`src/rtl/bus_master_port.sv`:
```
// Master-side bus front end: accepts one parallel request, arbitrates, then serializes
// the frame LSB-first. Optional WAIT_ACK/RDATA abort when BUS_MASTER_TIMEOUT_EN is defined.
module bus_master_port #(
  parameter int ADDR_WIDTH     = 16,
  parameter int DATA_WIDTH     = 8,
  parameter int TIMEOUT_CYCLES = 64
) (
  input  logic                  clk,
  input  logic                  rst,
  input  logic [ADDR_WIDTH-1:0] m_addr,
  input  logic [DATA_WIDTH-1:0] m_wdata,
  input  logic                  m_wen,
  input  logic                  m_wvalid,
  output logic                  m_ready,
  output logic [DATA_WIDTH-1:0] m_rdata,
  output logic                  m_err,
  output logic                  breq,
  input  logic                  bgrant,
  output logic                  bus_mout,
  output logic                  bus_mvalid,
  input  logic                  bus_sin,
  input  logic                  bus_svalid,
  input  logic                  bus_ack
);

  localparam int MAX_W = (ADDR_WIDTH > DATA_WIDTH) ? ADDR_WIDTH : DATA_WIDTH;
  localparam int CNT_W = $clog2(MAX_W + 1);

  typedef enum logic [2:0] {
    IDLE, REQ, WEN, ADDR, WDATA, WAIT_ACK, RDATA, DONE
  } state_t;

  state_t                state, state_nxt;
  logic [ADDR_WIDTH-1:0] addr_sh;
  logic [DATA_WIDTH-1:0] wdata_sh;
  logic [DATA_WIDTH-1:0] rd_sh;
  logic                  wen_q;
  logic [CNT_W-1:0]      bit_cnt;
  logic                  accept;
  logic                  addr_last;
  logic                  data_last;
  logic                  rd_bit;
  logic                  rd_last;
  logic                  timeout;

  assign accept    = (state == IDLE) && m_wvalid;
  assign addr_last = (bit_cnt == CNT_W'(ADDR_WIDTH - 1));
  assign data_last = (bit_cnt == CNT_W'(DATA_WIDTH - 1));
  assign rd_bit    = (state == RDATA) && bus_svalid;
  assign rd_last   = rd_bit && data_last;

  always_ff @(posedge clk) begin
    if (rst) state <= IDLE;
    else     state <= state_nxt;
  end

  always_comb begin
    state_nxt  = state;
    m_ready    = 1'b0;
    breq       = 1'b0;
    bus_mout   = 1'b0;
    bus_mvalid = 1'b0;
    case (state)
      IDLE: begin
        m_ready = 1'b1;
        if (m_wvalid) state_nxt = REQ;
      end
      REQ: begin
        breq = 1'b1;
        if (bgrant) state_nxt = WEN;
      end
      // Serial phases only advance while granted; a lost grant freezes the bit
      WEN: begin
        breq       = 1'b1;
        bus_mvalid = bgrant;
        bus_mout   = bgrant & wen_q;
        if (bgrant) state_nxt = ADDR;
      end
      ADDR: begin
        breq       = 1'b1;
        bus_mvalid = bgrant;
        bus_mout   = bgrant & addr_sh[0];
        if (bgrant && addr_last) state_nxt = wen_q ? WDATA : RDATA;
      end
      WDATA: begin
        breq       = 1'b1;
        bus_mvalid = bgrant;
        bus_mout   = bgrant & wdata_sh[0];
        if (bgrant && data_last) state_nxt = WAIT_ACK;
      end
      WAIT_ACK: begin
        breq = 1'b1;
        if (bus_ack || timeout) state_nxt = DONE;
      end
      RDATA: begin
        breq = 1'b1;
        if (rd_last || timeout) state_nxt = DONE;
      end
      DONE:    state_nxt = IDLE;
      default: state_nxt = IDLE;
    endcase
    if (rst) breq = 1'b0;
  end

  always_ff @(posedge clk) begin
    if (rst) begin
      addr_sh  <= '0;
      wdata_sh <= '0;
      rd_sh    <= '0;
      wen_q    <= 1'b0;
      bit_cnt  <= '0;
      m_rdata  <= '0;
    end else begin
      case (state)
        IDLE: begin
          if (accept) begin
            addr_sh  <= m_addr;
            wdata_sh <= m_wdata;
            wen_q    <= m_wen;
            rd_sh    <= '0;
            bit_cnt  <= '0;
          end
        end
        ADDR: begin
          if (bgrant) begin
            addr_sh <= addr_sh >> 1;
            bit_cnt <= addr_last ? '0 : bit_cnt + CNT_W'(1);
          end
        end
        WDATA: begin
          if (bgrant) begin
            wdata_sh <= wdata_sh >> 1;
            bit_cnt  <= data_last ? '0 : bit_cnt + CNT_W'(1);
          end
        end
        // Right shift: the first bit received ends up in bit 0
        RDATA: begin
          if (rd_bit) begin
            rd_sh   <= {bus_sin, rd_sh[DATA_WIDTH-1:1]};
            bit_cnt <= rd_last ? '0 : bit_cnt + CNT_W'(1);
            if (rd_last) m_rdata <= {bus_sin, rd_sh[DATA_WIDTH-1:1]};
          end
        end
        default: ;
      endcase
    end
  end

`ifdef BUS_MASTER_TIMEOUT_EN
  localparam int TO_W = $clog2(TIMEOUT_CYCLES + 1);

  logic [TO_W-1:0] to_cnt;
  logic            waiting;
  logic            err_set;

  assign waiting = (state == WAIT_ACK) || (state == RDATA);
  assign timeout = waiting && (to_cnt == TO_W'(TIMEOUT_CYCLES - 1));
  // A completion arriving on the timeout cycle wins
  assign err_set = timeout && !((state == WAIT_ACK) && bus_ack) && !rd_last;

  always_ff @(posedge clk) begin
    if (rst) begin
      to_cnt <= '0;
      m_err  <= 1'b0;
    end else begin
      to_cnt <= waiting ? to_cnt + TO_W'(1) : '0;
      if (accept)       m_err <= 1'b0;
      else if (err_set) m_err <= 1'b1;
    end
  end
`else
  assign timeout = 1'b0;
  // TIMEOUT_CYCLES is only meaningful in the timeout build
  assign m_err   = (TIMEOUT_CYCLES < 0);
`endif

endmodule

```
`config.mk`:
```
export PLATFORM = sky130hd
export DESIGN_NAME = bus_master_port
export DESIGN_NICKNAME = d
export VERILOG_FILES = /design/src/rtl/bus_master_port.sv
export SDC_FILE = /design/constraint.sdc
export NUM_CORES = 1
export LEC_CHECK = 0
export ABC_AREA = 1
export ABC_CLOCK_PERIOD_IN_PS = 3800
export CORE_ASPECT_RATIO = 1.2
export CORE_MARGIN = 5
export CORE_UTILIZATION = 45
export CTS_CLUSTER_SIZE = 40
export DETAILED_ROUTE_END_ITERATION = 16
export HOLD_SLACK_MARGIN = 0.05
export PLACE_DENSITY = 0.67
export SYNTH_ARGS = -nofsm -noshare
export SYNTH_HDL_FRONTEND = slang
export SYNTH_SLANG_ARGS = --single-unit
```
`constraint.sdc`:
```
create_clock -name clk -period 3.8 [get_ports clk]
set_input_delay 0.76 -clock clk [delete_from_list [all_inputs] [get_ports clk]]
set_output_delay 0.76 -clock clk [all_outputs]
set_load 0.01 [all_outputs]
```
==> results of run 1 <==
==> state kept, by name, indices dropped and copies added, names as in the netlist <==
signal	flops
wdata_sh	8
wen_q	1
bit_cnt	5
rd_sh	7
addr_sh	16
state	3
m_rdata	8
==> power by group through the flow <==
| stage | logic, uW | clock network (uW) | registers [uW] |
|---|---|---|---|
| finish | 704 | 297 | 700 |
| global route | 799 | 333 | 716 |
| CTS | 708 | 310 | 700 |
| detailed placement | 705 | 0 | 711 |
| global placement | 700 | 0 | 711 |
| floorplan | 654 | 0 | 656 |
==> worst max-delay path, stage by stage, from the launching register on <==
cell             delay, ns
dfxtp_1               0.50
nor2_8                0.25
nand2_4               0.12
inv_1                 0.28
a21oi_1               0.08
nor2_1                0.16
o21a_1                0.17
clkdlybuf4s50_1       0.54
==> layer usage <==
layer / GRT usage (%) / vias to the layer above / routed length [um] / part of all wire (%)
met4: 5.69 / 0 / 63 / 1.2
met5: 0 / - / 0 / 0
met2: 26.2 / 47 / 2510 / 48
met1: 18.4 / 1018 / 2370 / 46
met3: 3.60 / 6 / 241 / 4.6
li1: - / 1230 / - / -
==> through the flow <==
step	std cells	power, uW	setup slack [ns]	utilization (%)	area [sq um]
5_1_grt	454	1850	0.459	54.3	3020
4_1_cts	454	1720	0.640	54.3	3020
3_5_place_dp	446	1420	0.805	52.8	2930
3_3_place_gp	446	1410	0.814	52.8	2930
2_1_floorplan	354	1310	1.70	-	2540
6_report	454	1700	0.648	54.3	3020
==> cell usage in the layout (no fill, tap or decap), types with 2 or more instances in the layout <==
master and instances:
a21oi_1 33, a31oi_1 7, buf_4 2, clkbuf_1 2, clkbuf_8 5, clkdlybuf4s50_1 43
dfxtp_1 48, ha_1 3, inv_1 34, inv_2 3, nand2_1 69, nand2_2 4
nand2_4 5, nand3_1 17, nand3_4 2, nand4_1 10, nor2_1 32, nor2_2 6
nor2_4 3, o21ai_0 35, o21ai_1 18
==> area by class of cell <==
type                    instances  area, sq um
well taps                      64         80.1
multi-input cells             250         1290
repair buffers                 45          445
inverters                      39          151
clock inverters                 1         8.76
fillers                       578         2540
flip-flops and latches         48          961
clock buffers                   7         76.3
==> path summary, 6_finish.rpt <==
path	to	slack [ns]	cells after the start
min reg2reg	addr_sh[11]	0.45	2
max	bus_mout	0.65	7
min	addr_sh[11]	0.45	2
max reg2reg	addr_sh[15]	1.60	7
==> kinds of logic (layout without fill, tap and decap cells) <==
| family | count (synthesis) | count (layout) | synth area share, % |
|---|---|---|---|
| AND/OR/NAND/NOR | 152 | 152 | 30.4 |
| other | 1 | 1 | 0.148 |
| AO/OA/AOI/OAI | 94 | 94 | 19.0 |
| buffers and inverters | 56 | 92 | 11.2 |
| adder cells (fa/ha/maj) | 3 | 3 | 1.48 |
| flip-flops | 48 | 48 | 37.8 |
==> flow_metrics.tcl, run 1 <==
set metrics [dict create \
    cp.required_ns 3.04 \
    slew_viol_final 0 \
    wl_per_cell_um 11.4 \
    overflow 0 \
    antennaDiodeCount 0 \
    initial_utilization_pct 45.7 \
    remaining_drc_errors 0 \
    synth_area_sq_mm 0.00254 \
    ys_warn_count 0 \
    cts-resized-gates 0 \
    core_area_sq_mm 0.00556 \
    htreeDepth 2 \
    synth.distinct_cells 30 \
    io_pins 45 \
    synth_commonest_cells "69 x nand2_1, 48 x dfxtp_1, 35 x o21ai_0, 34 x inv_1, 33 x a21oi_1" \
    rsz0062_at_grt "no" \
    drt-pass1-iter-count 4 \
    cts_tree "done" \
    async_flop_share_pct 0 \
    grt_pass1_vias 2161 \
    die_area_sq_mm 0.00725 \
    hp-start "addr_sh[11]" \
    gp_congestion 0.819 \
    die_h_um 92.3 \
    critPathCaptureType "primary output" \
    clk_pin_slew_ns 0.09 \
    synth.top_cell.area_share_pct 37.8 \
    irDropWorstVdd_mv 0.315 \
    synth_top_area_cell "dfxtp_1" \
    r2r-start "state[1]" \
    numCtsBuffers 5 \
    fin_crit_sh_pct 82.9 \
    grt_start_max_net_pins 36 \
    yosysSeqAreaShare_pct 37.8 \
    synth-main-ff-cell "dfxtp_1" \
    viasPerCell 5.07 \
    slew_headroom_pct 60.2 \
    grtUsageTotal_pct 15.3 \
    synth_nets 389 \
    synth_edf_count 0 \
    final_nets 424 \
    power.internal_uw 999 \
    finalClockSkew_ns 0.00698 \
    sequentialPowerShare_pct 41.2 \
    holdBufCountCts 0 \
    setup_viol 0 \
    p_switching_uw 702 \
    avgSynthCellArea_sq_um 7.17 \
    sw_frac_of_total_pct 41.3 \
    row_count 30 \
    clk_latency_ns 0.30 \
    outcome "complete, no violations" \
    drive_above_1_share_pct 8.97 \
    clock_sinks 48 \
    hpwl_mm 3.78 \
    ant_nets 0 \
    p_clk_share_pct 17.5 \
    holdCritPathClass "reg -> reg" \
    hold_viol_final 0 \
    synthCells 354 \
    comb_power_share_pct 41.4 \
    synth.most_common_cell "nand2_1" \
    powerDensity_mw_per_mm2 564 \
    post-cts-setup-buffers 0 \
    port_buffers 43 \
    worst_slew_pin_slew_ns 0.597 \
    setup.worst_path.start "state[1]" \
    min_period_ns 3.15 \
    worst-path-max-fanout 11 \
    fp.dieW_um 78.6 \
    root_buffer "clkbuf_8" \
    tns_ns 0 \
    max_freq_mhz 317 \
    path_class "reg -> out" \
    antenna_found_initial 0 \
    p_leak_uw 0.00122 \
    vias 2301 \
    grt_pass1_wl_mm 9.18 \
    drt-initial-drc-count 81 \
    cap_violations 0 \
    holdWs_ns 0.451 \
    synth_seq_cells 48 \
    area_growth_pct 18.8 \
    routed_wl_mm 5.19 \
    clockBufferDepth 2 \
    arrival_ns 2.39 \
    synth.area.top_cells "dfxtp_1 38%, nand2_1 10%, o21ai_0 6.9%, a21oi_1 6.5%, inv_1 5.0%" \
    startpoint_type "register" \
]
Note: power is estimated with default switching activity, not from simulation.
==> run 2, diff against run 1 <==
--- a/config.mk
+++ b/config.mk
@@ -6,7 +6,7 @@
 export NUM_CORES = 1
 export LEC_CHECK = 0
 export ABC_AREA = 1
-export ABC_CLOCK_PERIOD_IN_PS = 3800
+export ABC_CLOCK_PERIOD_IN_PS = 2900
 export CORE_ASPECT_RATIO = 1.2
 export CORE_MARGIN = 5
 export CORE_UTILIZATION = 45
==> constraint.sdc (replaced) <==
create_clock -name clk -period 2.9 [get_ports clk]
set_input_delay 0.58 -clock clk [delete_from_list [all_inputs] [get_ports clk]]
set_output_delay 0.58 -clock clk [all_outputs]
set_load 0.01 [all_outputs]
==> run 2 against run 1 <==
Flip-flop and latch count is the same. Global-route usage hardly changed. Cell count rose by 1.1%. Largest power group unchanged. Clock-buffer cell count is 1 lower. Clock skew hardly changed. Critical path type unchanged. Utilization up 0.95 points. Register-to-register slack worse by 0.71 ns. Design area increased by 1.7%. Critical path depth unchanged. Hold slack worse by 0.0030 ns.
==> flow_metrics.tcl, run 2 (synthesis gave the netlist of run 1 again) <==
set metrics [dict create \
    outcome "complete, no violations" \
    port_buffers 43 \
    holdCritPathClass "reg -> reg" \
    cp.required_ns 2.32 \
    area_growth_pct 20.9 \
    clock_sinks 48 \
    max_freq_mhz 375 \
    numCtsBuffers 5 \
    drt-initial-drc-count 112 \
    routed_wl_mm 5.18 \
    reg.largest.list "addr_sh: 16 flops, m_rdata: 8 flops, wdata_sh: 8 flops" \
    grt_start_max_net_pins 35 \
    final_nets 429 \
    cap_violations 0 \
    regMostFlops "addr_sh" \
    tns_ns 0 \
    grt_pass1_vias 2171 \
    crit_end "bus_mout" \
    clk_pin_slew_ns 0.09 \
    vias 2325 \
    setup_viol 0 \
    p_leak_uw 0.00125 \
    totalPowerFinal_uw 2290 \
    drive_above_1_share_pct 10.9 \
    grt_pass1_wl_mm 9.12 \
    ant_nets 0 \
    powerDensity_mw_per_mm2 746 \
    root_buffer "clkbuf_8" \
    irDropWorstVdd_mv 0.424 \
    final_cell_mix "69 x nand2_1, 48 x dfxtp_1, 43 x clkdlybuf4s50_1" \
    worst_slew_pin_slew_ns 0.523 \
    layout_commonest_cell "nand2_1" \
    drt-pass1-iter-count 5 \
    die_area_sq_mm 0.00725 \
    core_area_sq_mm 0.00556 \
    r2r-start "state[0]" \
    path_class "reg -> out" \
    worst-path-max-fanout 11 \
    row_count 30 \
    rr_worst_depth 9 \
    cts_tree "done" \
    wl_per_cell_um 11.3 \
    io_pins 45 \
    die_h_um 92.3 \
    clockBufferDepth 2 \
    clk_latency_ns 0.30 \
    critPathCaptureType "primary output" \
    min_period_ns 2.67 \
    antennaDiodeCount 0 \
    finalClockSkew_ns 0.00727 \
    hold_viol_final 0 \
    largest_register_ffs 16 \
    setup.worst_path.start "state[1]" \
    startpoint_type "register" \
    htreeDepth 2 \
    fp.dieW_um 78.6 \
    rrSetupSlack_ns 0.89 \
    grtUsageTotal_pct 15.2 \
    final_core_util_pct 55.3 \
    rsz0062_at_grt "no" \
    slew_headroom_pct 65.0 \
    holdBufCountCts 0 \
    hpwl_mm 3.89 \
    overflow 0 \
    antenna_found_initial 0 \
    fin_crit_sh_pct 91.9 \
    arrival_ns 2.09 \
    initial_utilization_pct 45.7 \
    remaining_drc_errors 0 \
    post-cts-setup-buffers 0 \
    viasPerCell 5.07 \
    gp_congestion 0.840 \
    slew_viol_final 0 \
    holdWs_ns 0.448 \
    rr_endpoint "addr_sh[15]" \
]
run 2: changes by cell type in the layout (fill, tap and decap cells not counted), sizes merged:
cell	previous run	this run
buf	2	7
clkinvlp	0	1
clkbuf	7	6
run 2: worst min-delay path by stage:
stage	to	from	depth (start not counted)	slack, ns
2_1_floorplan	addr_sh[1]	addr_sh[1]	2	0.43
3_3_place_gp	addr_sh[1]	addr_sh[1]	2	0.43
3_5_place_dp	addr_sh[6]	addr_sh[6]	2	0.44
4_1_cts	addr_sh[1]	addr_sh[1]	2	0.45
5_1_grt	addr_sh[13]	addr_sh[13]	2	0.48
6_report	addr_sh[1]	addr_sh[1]	2	0.45
run 2: final cells by class:
cell class / count / area, sq um
fill: 571 / 2480
multi-input combinational: 250 / 1290
inverter: 39 / 155
tap: 64 / 80.1
clock inverter: 2 / 13.8
clock buffer: 6 / 82.6
sequential: 48 / 961
timing repair buffer: 50 / 483
run 2: critical path, stage by stage (launching register included):
cell and delay, ns:
dfxtp_1 0.37, nor2_8 0.18, nand2_4 0.12, clkinvlp_4 0.20, a21oi_1 0.06, nor2_1 0.15, o21a_1 0.17, clkdlybuf4s50_1 0.54
run 2: metrics by stage:
stage               worst slack (ns)  instance area (sq um)  instances
floorplan                      0.985                   2540        354
global placement               0.291                   2970        451
detailed placement             0.290                   2970        451
finish                         0.235                   3070        459
CTS                            0.109                   3070        459
global route                   0.101                   3070        459
run 2: where the power goes:
group	total (uW)	switching (uW)	internal [uW]
clock	420	225	195
sequential	872	64.4	808
combinational	998	648	350
total	2290	937	1350
run 2: repair_timing:
action | CTS | global route
endpoints found under the setup margin | 0 | 1
hold endpoints to repair | 0 | 0
gates resized for setup | 0 | 1
run 2: layer usage:
metal  global-route usage (%)  vias to the layer above  share of wire (%)
met4                     7.14                        0                2.8
li1                         -                     1232                  -
met1                     17.3                     1022                 44
met2                     26.6                       56                 49
met5                        0                        -                  0
met3                     3.50                       15                4.7
==> run 3, diff against run 2 <==
--- a/config.mk
+++ b/config.mk
@@ -9,11 +9,11 @@
 export ABC_CLOCK_PERIOD_IN_PS = 2900
 export CORE_ASPECT_RATIO = 1.2
 export CORE_MARGIN = 5
-export CORE_UTILIZATION = 45
+export CORE_UTILIZATION = 30
 export CTS_CLUSTER_SIZE = 40
 export DETAILED_ROUTE_END_ITERATION = 16
 export HOLD_SLACK_MARGIN = 0.05
-export PLACE_DENSITY = 0.67
+export PLACE_DENSITY = 0.47
 export SYNTH_ARGS = -nofsm -noshare
 export SYNTH_HDL_FRONTEND = slang
 export SYNTH_SLANG_ARGS = --single-unit
==> run 3 against run 2 <==
Clock skew rose by 0.00063 ns. Clock-buffer cell count rose by 1. Die area rose by 44%. Critical endpoint unchanged. Cell count rose by 10%. Largest power group unchanged. Non-clock buffer count fell by 2. Highest routed layer unchanged. Worst setup slack got worse by 0.042 ns.
==> flow_metrics.tcl, run 3 (synthesis gave the netlist of run 1 again) <==
set metrics [dict create \
    outcome "complete, no violations" \
    final_nets 427 \
    arrival_ns 2.13 \
    wl_per_cell_um 12.2 \
    cap_violations 0 \
    grtUsageTotal_pct 12.4 \
    sw_frac_of_total_pct 41.4 \
    cp_cell_sequence "nand2_1, nor2_2, nand2_1, nand2_1, o21a_1, clkdlybuf4s50_1" \
    htreeDepth 2 \
    fin_crit_sh_pct 93.4 \
    p_switching_uw 965 \
    die_area_sq_mm 0.0104 \
    hpwl_mm 4.51 \
    postLayoutCellArea_sq_mm 0.00312 \
    initial_utilization_pct 31.0 \
    critPathCaptureType "primary output" \
    worst_slew_pin_slew_ns 0.554 \
    post-cts-setup-buffers 0 \
    reg.largest.list "addr_sh: 16 flops, m_rdata: 8 flops, wdata_sh: 8 flops" \
    clk_pin_slew_ns 0.09 \
    grt_pass1_wl_mm 10.6 \
    row_count 36 \
    placed_area_sq_mm 0.00302 \
    slowest_stage "dfxtp_2" \
    cts_tree "done" \
    rsz0062_at_grt "no" \
    min_period_ns 2.71 \
    dp_cells 499 \
    antennaDiodeCount 0 \
    holdCritPathClass "reg -> reg" \
    port_buffers 43 \
    grt_start_max_net_pins 35 \
    fin_ws_ns 0.192 \
    drive_above_1_share_pct 10.5 \
    setup_viol 0 \
    clock_sinks 48 \
    startpoint_type "register" \
    comb_power_share_pct 41.9 \
    sequentialPowerShare_pct 39.1 \
    final_cell_mix "69 x nand2_1, 46 x dfxtp_1, 43 x clkdlybuf4s50_1" \
    io_pins 45 \
    holdBufCountCts 0 \
    viasPerCell 4.58 \
    irDropWorstVdd_mv 0.338 \
    place_ws_ns 0.296 \
    power.internal_uw 1370 \
    largest_register_ffs 16 \
    core_area_sq_mm 0.00820 \
    cp.required_ns 2.32 \
    max_freq_mhz 369 \
    remaining_drc_errors 0 \
    root_buffer "clkbuf_8" \
    clockBufferDepth 2 \
    final-instance-count-excl-fill 506 \
    p_clk_share_pct 19.0 \
    layout_commonest_cell "nand2_1" \
    worst-path-max-fanout 10 \
    area_growth_pct 22.7 \
    final_core_util_pct 38.0 \
    powerDensity_mw_per_mm2 748 \
    p_leak_uw 0.00125 \
    drt-pass1-iter-count 4 \
    drt-initial-drc-count 86 \
    clk_latency_ns 0.30 \
    ant_nets 0 \
    finalClockSkew_ns 0.00791 \
    slew_viol_final 0 \
    slew_headroom_pct 62.9 \
    cp_slowest_stage_delay_ns 0.53 \
    antenna_found_initial 0 \
    numCtsBuffers 5 \
    path_class "reg -> out" \
    overflow 0 \
    grt_pass1_vias 2261 \
    regMostFlops "addr_sh" \
    tns_ns 0 \
    hold_viol_final 0 \
    gp_congestion 0.814 \
    routed_wl_mm 6.16 \
    die_h_um 111 \
    fp.dieW_um 94.0 \
    path_common_cell "nand2_1" \
    vias 2316 \
]
==> run 3: layer usage <==
layer | track usage (%) | vias up | wire, um
met5 | 0 | - | 0
li1 | - | 1233 | -
met3 | 3.05 | 9 | 272
met1 | 15.9 | 1027 | 2880
met4 | 3.95 | 0 | 109
met2 | 20.1 | 47 | 2900
==> run 3: power groups by stage <==
stage	Clock [uW]	Sequential (uW)	Combinational, uW
detailed placement	0	924	980
floorplan	0	860	857
global placement	0	922	983
global route	478	931	1100
CTS	454	911	985
finish	442	912	977
==> run 3: final timing paths <==
kind	end	slack [ns]	cells after the start	from
setup / recovery	bus_mout	0.19	6	state[0]
hold / removal	addr_sh[14]	0.45	2	addr_sh[14]
setup reg to reg	addr_sh[1]	0.85	8	state[2]
hold reg to reg	addr_sh[14]	0.45	2	addr_sh[14]
==> run 3: layout make-up <==
class                           count  area (sq um)
Inverter                           39           151
Clock buffer                        7          96.3
Tap cell                          114           143
Timing Repair Buffer               48           468
Fill cell                         921          5080
Multi-Input combinational cell    250          1290
Sequential cell                    48           963
==> run 3: repair_timing <==
item	in CTS	in global routing
cloned	0	0
setup endpoints to repair	1	1
pin swaps	0	0
resized for setup	1	1
==> run 3: per-stage QoR <==
step           hold WS, ns  power (uW)
2_1_floorplan        0.425        1720
3_3_place_gp         0.433        1900
3_5_place_dp         0.442        1900
4_1_cts              0.455        2350
5_1_grt              0.475        2510
6_report             0.453        2330
==> run 3: worst max-delay path, delay by kind of cell, from the launching register on <==
kind                   cells  cell delay [ns]
DFF                        1             0.53
buffers and inverters      1             0.53
and+or+nand+nor            4             0.63
AOI/OAI and AO/OA          1             0.12
